===== config.mk =====
export PLATFORM = sky130hd
export DESIGN_NAME = rsa256_uart_bridge
export DESIGN_NICKNAME = d
export VERILOG_FILES = /design/src/rtl/rsa256_uart_bridge_pkg.sv /design/src/rtl/rsa256_uart_bridge.sv
export SDC_FILE = /design/constraint.sdc
export NUM_CORES = 2
export LEC_CHECK = 0
export ABC_AREA = 1
export CAP_MARGIN = 20
export CORE_AREA = 2 2 429 431
export CTS_CLUSTER_SIZE = 16
export DETAILED_ROUTE_END_ITERATION = 10
export DIE_AREA = 0 0 431 433
export MAX_ROUTING_LAYER = met4
export PLACE_DENSITY = 0.42
export RECOVER_POWER = 50
export SLEW_MARGIN = 20
export SYNTH_ARGS = -nofsm -noshare
export SYNTH_HDL_FRONTEND = slang
export SYNTH_SLANG_ARGS = --single-unit

===== constraint.sdc =====
create_clock -name i_clk -period 34.3 [get_ports i_clk]
set_input_delay 3.43 -clock i_clk [delete_from_list [all_inputs] [get_ports i_clk]]
set_output_delay 3.43 -clock i_clk [all_outputs]
set_load 0.005 [all_outputs]

===== src/rtl/rsa256_uart_bridge_pkg.sv =====
// rsa_pkg: UART register map, status bits and FSM enums for the RSA-256 UART bridge
package rsa_pkg;
  localparam logic [4:0] RX_BASE = 5'd0;
  localparam logic [4:0] TX_BASE = 5'd1;
  localparam logic [4:0] STATUS_BASE = 5'd2;
  localparam int RX_OK_BIT = 7;
  localparam int TX_OK_BIT = 6;
  localparam int IN_BYTES = 32;
  localparam int OUT_BYTES = 31;
  typedef enum logic [2:0] {S_QUERY_RX, S_READ, S_CALC, S_QUERY_TX, S_WRITE} state_t;
  typedef enum logic [1:0] {GET_N, GET_D, GET_A} phase_t;
endpackage


===== src/rtl/rsa256_uart_bridge.sv =====
// rsa256_uart_bridge: Avalon-MM master feeding UART bytes to the RSA-256 core and returning plaintext
module rsa256_uart_bridge
  import rsa_pkg::*;
(
  input  logic         i_clk,
  input  logic         i_rst,
  output logic [4:0]   avm_address,
  output logic         avm_read,
  input  logic [31:0]  avm_readdata,
  output logic         avm_write,
  output logic [31:0]  avm_writedata,
  input  logic         avm_waitrequest,
  output logic         o_core_start,
  output logic [255:0] o_core_a,
  output logic [255:0] o_core_d,
  output logic [255:0] o_core_n,
  input  logic [255:0] i_core_a_pow_d,
  input  logic         i_core_finished
);
  state_t state, state_n;
  phase_t phase, phase_n;
  logic [4:0] byte_cnt, cnt_n, addr_n;
  logic [255:0] res, res_n, n_n, d_n, a_n;
  logic [31:0] wd_n;
  logic rd_n, wr_n, start_n, done, rx_last, tx_last;
  assign done = (avm_read | avm_write) & ~avm_waitrequest;
  assign rx_last = byte_cnt == 5'(IN_BYTES - 1);
  assign tx_last = byte_cnt == 5'(OUT_BYTES - 1);
  always_comb begin
    state_n = state;
    phase_n = phase;
    cnt_n = byte_cnt;
    n_n = o_core_n;
    d_n = o_core_d;
    a_n = o_core_a;
    res_n = res;
    addr_n = avm_address;
    rd_n = avm_read;
    wr_n = avm_write;
    wd_n = avm_writedata;
    start_n = 1'b0;
    unique case (state)
      S_QUERY_RX:
        if (!avm_read) begin
          rd_n = 1'b1;
          addr_n = STATUS_BASE;
        end else if (done && avm_readdata[RX_OK_BIT]) begin
          state_n = S_READ;
          addr_n = RX_BASE;
        end
      S_READ:
        if (done) begin
          n_n = phase == GET_N ? {o_core_n[247:0], avm_readdata[7:0]} : o_core_n;
          d_n = phase == GET_D ? {o_core_d[247:0], avm_readdata[7:0]} : o_core_d;
          a_n = phase == GET_A ? {o_core_a[247:0], avm_readdata[7:0]} : o_core_a;
          cnt_n = rx_last ? 5'd0 : byte_cnt + 5'd1;
          phase_n = !rx_last ? phase : phase == GET_N ? GET_D : GET_A;
          state_n = rx_last && phase == GET_A ? S_CALC : S_QUERY_RX;
          rd_n = !(rx_last && phase == GET_A);
          start_n = rx_last && phase == GET_A;
          addr_n = STATUS_BASE;
        end
      // a finished coinciding with the start pulse cannot belong to this block
      S_CALC:
        if (i_core_finished && !o_core_start) begin
          res_n = i_core_a_pow_d;
          state_n = S_QUERY_TX;
          rd_n = 1'b1;
          addr_n = STATUS_BASE;
        end
      S_QUERY_TX:
        if (done && avm_readdata[TX_OK_BIT]) begin
          state_n = S_WRITE;
          rd_n = 1'b0;
          wr_n = 1'b1;
          addr_n = TX_BASE;
          wd_n = {24'd0, res[247:240]};
        end
      S_WRITE:
        if (done) begin
          res_n = {res[247:0], 8'd0};
          cnt_n = tx_last ? 5'd0 : byte_cnt + 5'd1;
          phase_n = tx_last ? GET_A : phase;
          state_n = tx_last ? S_QUERY_RX : S_QUERY_TX;
          wr_n = 1'b0;
          rd_n = 1'b1;
          addr_n = STATUS_BASE;
        end
      default: ;
    endcase
  end
  always_ff @(posedge i_clk or posedge i_rst)
    if (i_rst) begin
      state <= S_QUERY_RX;
      phase <= GET_N;
      byte_cnt <= '0;
      res <= '0;
      o_core_n <= '0;
      o_core_d <= '0;
      o_core_a <= '0;
      avm_address <= '0;
      avm_read <= 1'b0;
      avm_write <= 1'b0;
      avm_writedata <= '0;
      o_core_start <= 1'b0;
    end else begin
      state <= state_n;
      phase <= phase_n;
      byte_cnt <= cnt_n;
      res <= res_n;
      o_core_n <= n_n;
      o_core_d <= d_n;
      o_core_a <= a_n;
      avm_address <= addr_n;
      avm_read <= rd_n;
      avm_write <= wr_n;
      avm_writedata <= wd_n;
      o_core_start <= start_n;
    end
endmodule


==> run metrics <==
outcome=complete, but fails checks; failing checks=max-capacitance violations, max-slew violations; crit path max fanout=152; DR vias/cell=4.11; R2R Path End=res[193]$_DFFE_PP0P_; cts hold-fix bufs=0; Post-synth EDFFs=0; CP Buf/Inv Count=7; final worst setup slack=17,070 ps; H-tree level count=4; Iter 0 DRT Violations=between 2,000 and 2,500; sequential fraction of the synthesis area=62.5%; drt first pass iters=7; Int Pwr=3.30 mW; max_slew headroom=-487%; die height=433 um; post-CTS sizing=0; R2R Setup Slk=between 20,000 and 25,000 ps; reg-to-reg startpoint=state[0]$_DFFE_PP0P_; critical-path cell list=dlygate4sd3_1 -> clkinvlp_2 -> clkbuf_1 -> clkbuf_1 -> buf_4 -> buf_4 -> buf_4; Hold Startpoint=o_core_a[254]$_DFFE_PP0P_; CTS buffer count=132; first-pass GRT wire length=between 200 and 250 mm; Synth cell types=26; DIE AREA=187,000 um^2; post-layout min period=17,230 ps; routed len/inst=19.7 um; final wirelength=between 150 and 200 mm; Final Wtd Congestion=0.857; initial core utilization=22.8%; Leakage=28.3 nW; crit path capture type=async pin; Multi-input gate area=11,800 um^2; Slew @ Worst Pin=8810 ps; Max Clk Rate=approximately 58 MHz; clk buf depth=3; mean post-synth cell area=8.94 um^2; Mapped Cells=~4,700; Worst-path clk slew=about 60 ps; delay-heaviest family, CP=buffers and inverters; Hold WS=464 ps; Synth Cell Area=41,600 um^2; post-synth top area cell=dfrtp_1; aggregate global routing overflow=0; sequential cell area=26,000 um^2; maximum vdd drop=0.0352 mV; Post-Layout Cell Count=8,104; row count=roughly 160; maxcap violations=13; port buffer count=1,040; net switching power=1.80 mW; fin. max-slew vios=1,292; Reg power frac=39.5%; GRT Util Overall=17.2%; Critical Path Start Type=input port; Worst Hold Class=flop to flop; Most used DFF post-synth=dfrtp_1; Comb pwr share=between 30% and 40%; Layout fillers=19,200; TNS Setup=0 ps; register bit total from synthesis=between 1,000 and 1,500; die span in x=431 um; CTS root buf=clkbuf_16; Yosys warnings=0; Clk pwr share=27.3%; r2r worst-path depth=10; # IOs=1,100; worst setup path class=input port to async pin; Worst EP required=about 35,000 ps; initial antenna violation count=33; vias in the first global route=32,400; CP arrival=17,980 ps; DP Wirelength=approximately 120 mm; top cell type's share of synthesized area=62.5%; Clock Skews=about 25 ps; Synth async-reset ratio=100%; worst-skew pair later-pin latency=slightly below 800 ps; DRC violation count after routing=0; period utilization=50.2%; # setup viols final=0; fraction of layout cells with a size suffix above 1=just under 4%; most used cell, CP=buf_4; via count=33,300; CP peak stage delay=about 6100 ps; Sw Ratio=35.3%; dpl ws=roughly 25,000 ps; depth of the worst hold-timing path=2; post-route ant nets=0; fin nets=5,881; DP Cell Count=slightly below 8,000; TritonCTS Sinks=slightly above 1,000; CTS tree=built; Hold Violations, Final=0; RSZ-0062 raised after global routing=no; slowest CP cell=clkbuf_1; pwr/cell area=about 88 nW/um^2; pin count of the biggest net entering global routing=260; Post-CTS Setup Inserts=0; core box area=approximately 180,000 um^2; Final Core Density=32.0%; hold endpoint=o_core_a[254]$_DFFE_PP0P_; Layout area overhead=40.0%; top post-synthesis cells by area=dfrtp_1 (63%), o21ai_0 (10%), nand2_1 (8.8%), inv_1 (5.8%), a21oi_1 (4.4%)
-- sequential cells by signal, indices dropped and copies added, names as in the netlist, 2 cells and up --
signal,cells
o_core_a,256
o_core_d,256
o_core_n,256
res,248
avm_writedata,8
byte_cnt,5
state,3
avm_address,2
phase,2
-- tightest hold or removal path: cells and delay by family, from the launching register on --
kind / cells / cell delay [ps]
DFF: 1 / 340
and+or+nand+nor: 2 / 90
-- routing by layer --
metal	GRT usage [%]	part of all wire, %	vias up	routed length (um)
li1	-	-	16500	-
met1	19.9	41	15900	64900
met2	29.3	51	746	81200
met3	4.38	5.6	212	8920
met4	5.24	2.8	0	4530
met5	-	0	-	0
-- worst max-delay path by stage --
stage	slack [ps]	start	end	cells past startpoint
4_1_cts	26320	i_rst	res[145]$_DFFE_PP0P_	7
2_1_floorplan	1630	i_rst	avm_address[0]$_DFFE_PP0P_	1
3_3_place_gp	25470	i_rst	res[155]$_DFFE_PP0P_	7
6_report	17070	i_rst	res[145]$_DFFE_PP0P_	7
5_1_grt	14150	i_rst	res[145]$_DFFE_PP0P_	7
3_5_place_dp	25460	i_rst	res[139]$_DFFE_PP0P_	7
-- cells in the mapped netlist, types with 3 or more instances --
master,number
dfrtp_1,1039
nand2_1,971
o21ai_0,854
inv_1,645
nor2_1,383
a21oi_1,363
buf_2,140
clkbuf_1,123
o21ai_1,39
nand3_1,37
buf_4,28
buf_1,10
ha_1,4
buf_6,3
-- stage by stage --
step                      total power, mW  instance area, um^2
after floorplan                      2.57                41700
after global placement               3.93                54000
after detailed placement             3.94                54000
after CTS                            5.38                58300
after global routing                 5.44                58200
final                                5.10                58200
-- power groups by stage --
stage	Sequential, mW	Clock, mW	Combinational [mW]
floorplan	2.00	0	0.571
global placement	2.05	0	1.88
detailed placement	2.06	0	1.89
CTS	2.04	1.44	1.89
global route	2.08	1.49	1.86
finish	2.01	1.39	1.69
-- layout make-up --
type	instances	area share, %
multi-input combinational	2691	20.3
antenna	34	0.146
clock buffer	193	6.43
inverter	647	4.17
tap	2385	5.12
timing repair buffer	1074	18.3
clock inverter	41	0.919
sequential	1039	44.6
-- logic make-up (layout without fill, tap and decap cells) --
family                   after synthesis  after routing  synth area share [%]
AND/OR/NAND/NOR                     1400           1400                  12.8
AO/OA/AOI/OAI                       1259           1259                  15.2
other                                  1             61               0.00901
XOR/XNOR                               1              1                0.0211
flip-flops                          1039           1039                  62.5
adder cells (fa/ha/maj)                4              4                 0.120
buffers and inverters                951           1955                  9.31
-- layout by cell type (no fill, tap or decap), drive strengths merged --
master	instances
clkinvlp	2
diode	34
nand2	973
xor2	1
nand3b	2
o2111ai	1
bufinv	6
dfrtp	1039
nand3	38
conb	27
nand4	1
clkinv	21
dlygate4sd3	783
ha	4
buf	26
a21oi	364
inv	659
clkbuf	201
o211ai	1
clkdlybuf4s50	257
nor2	386
o21ai	893
(Power assumes the default switching activity.)
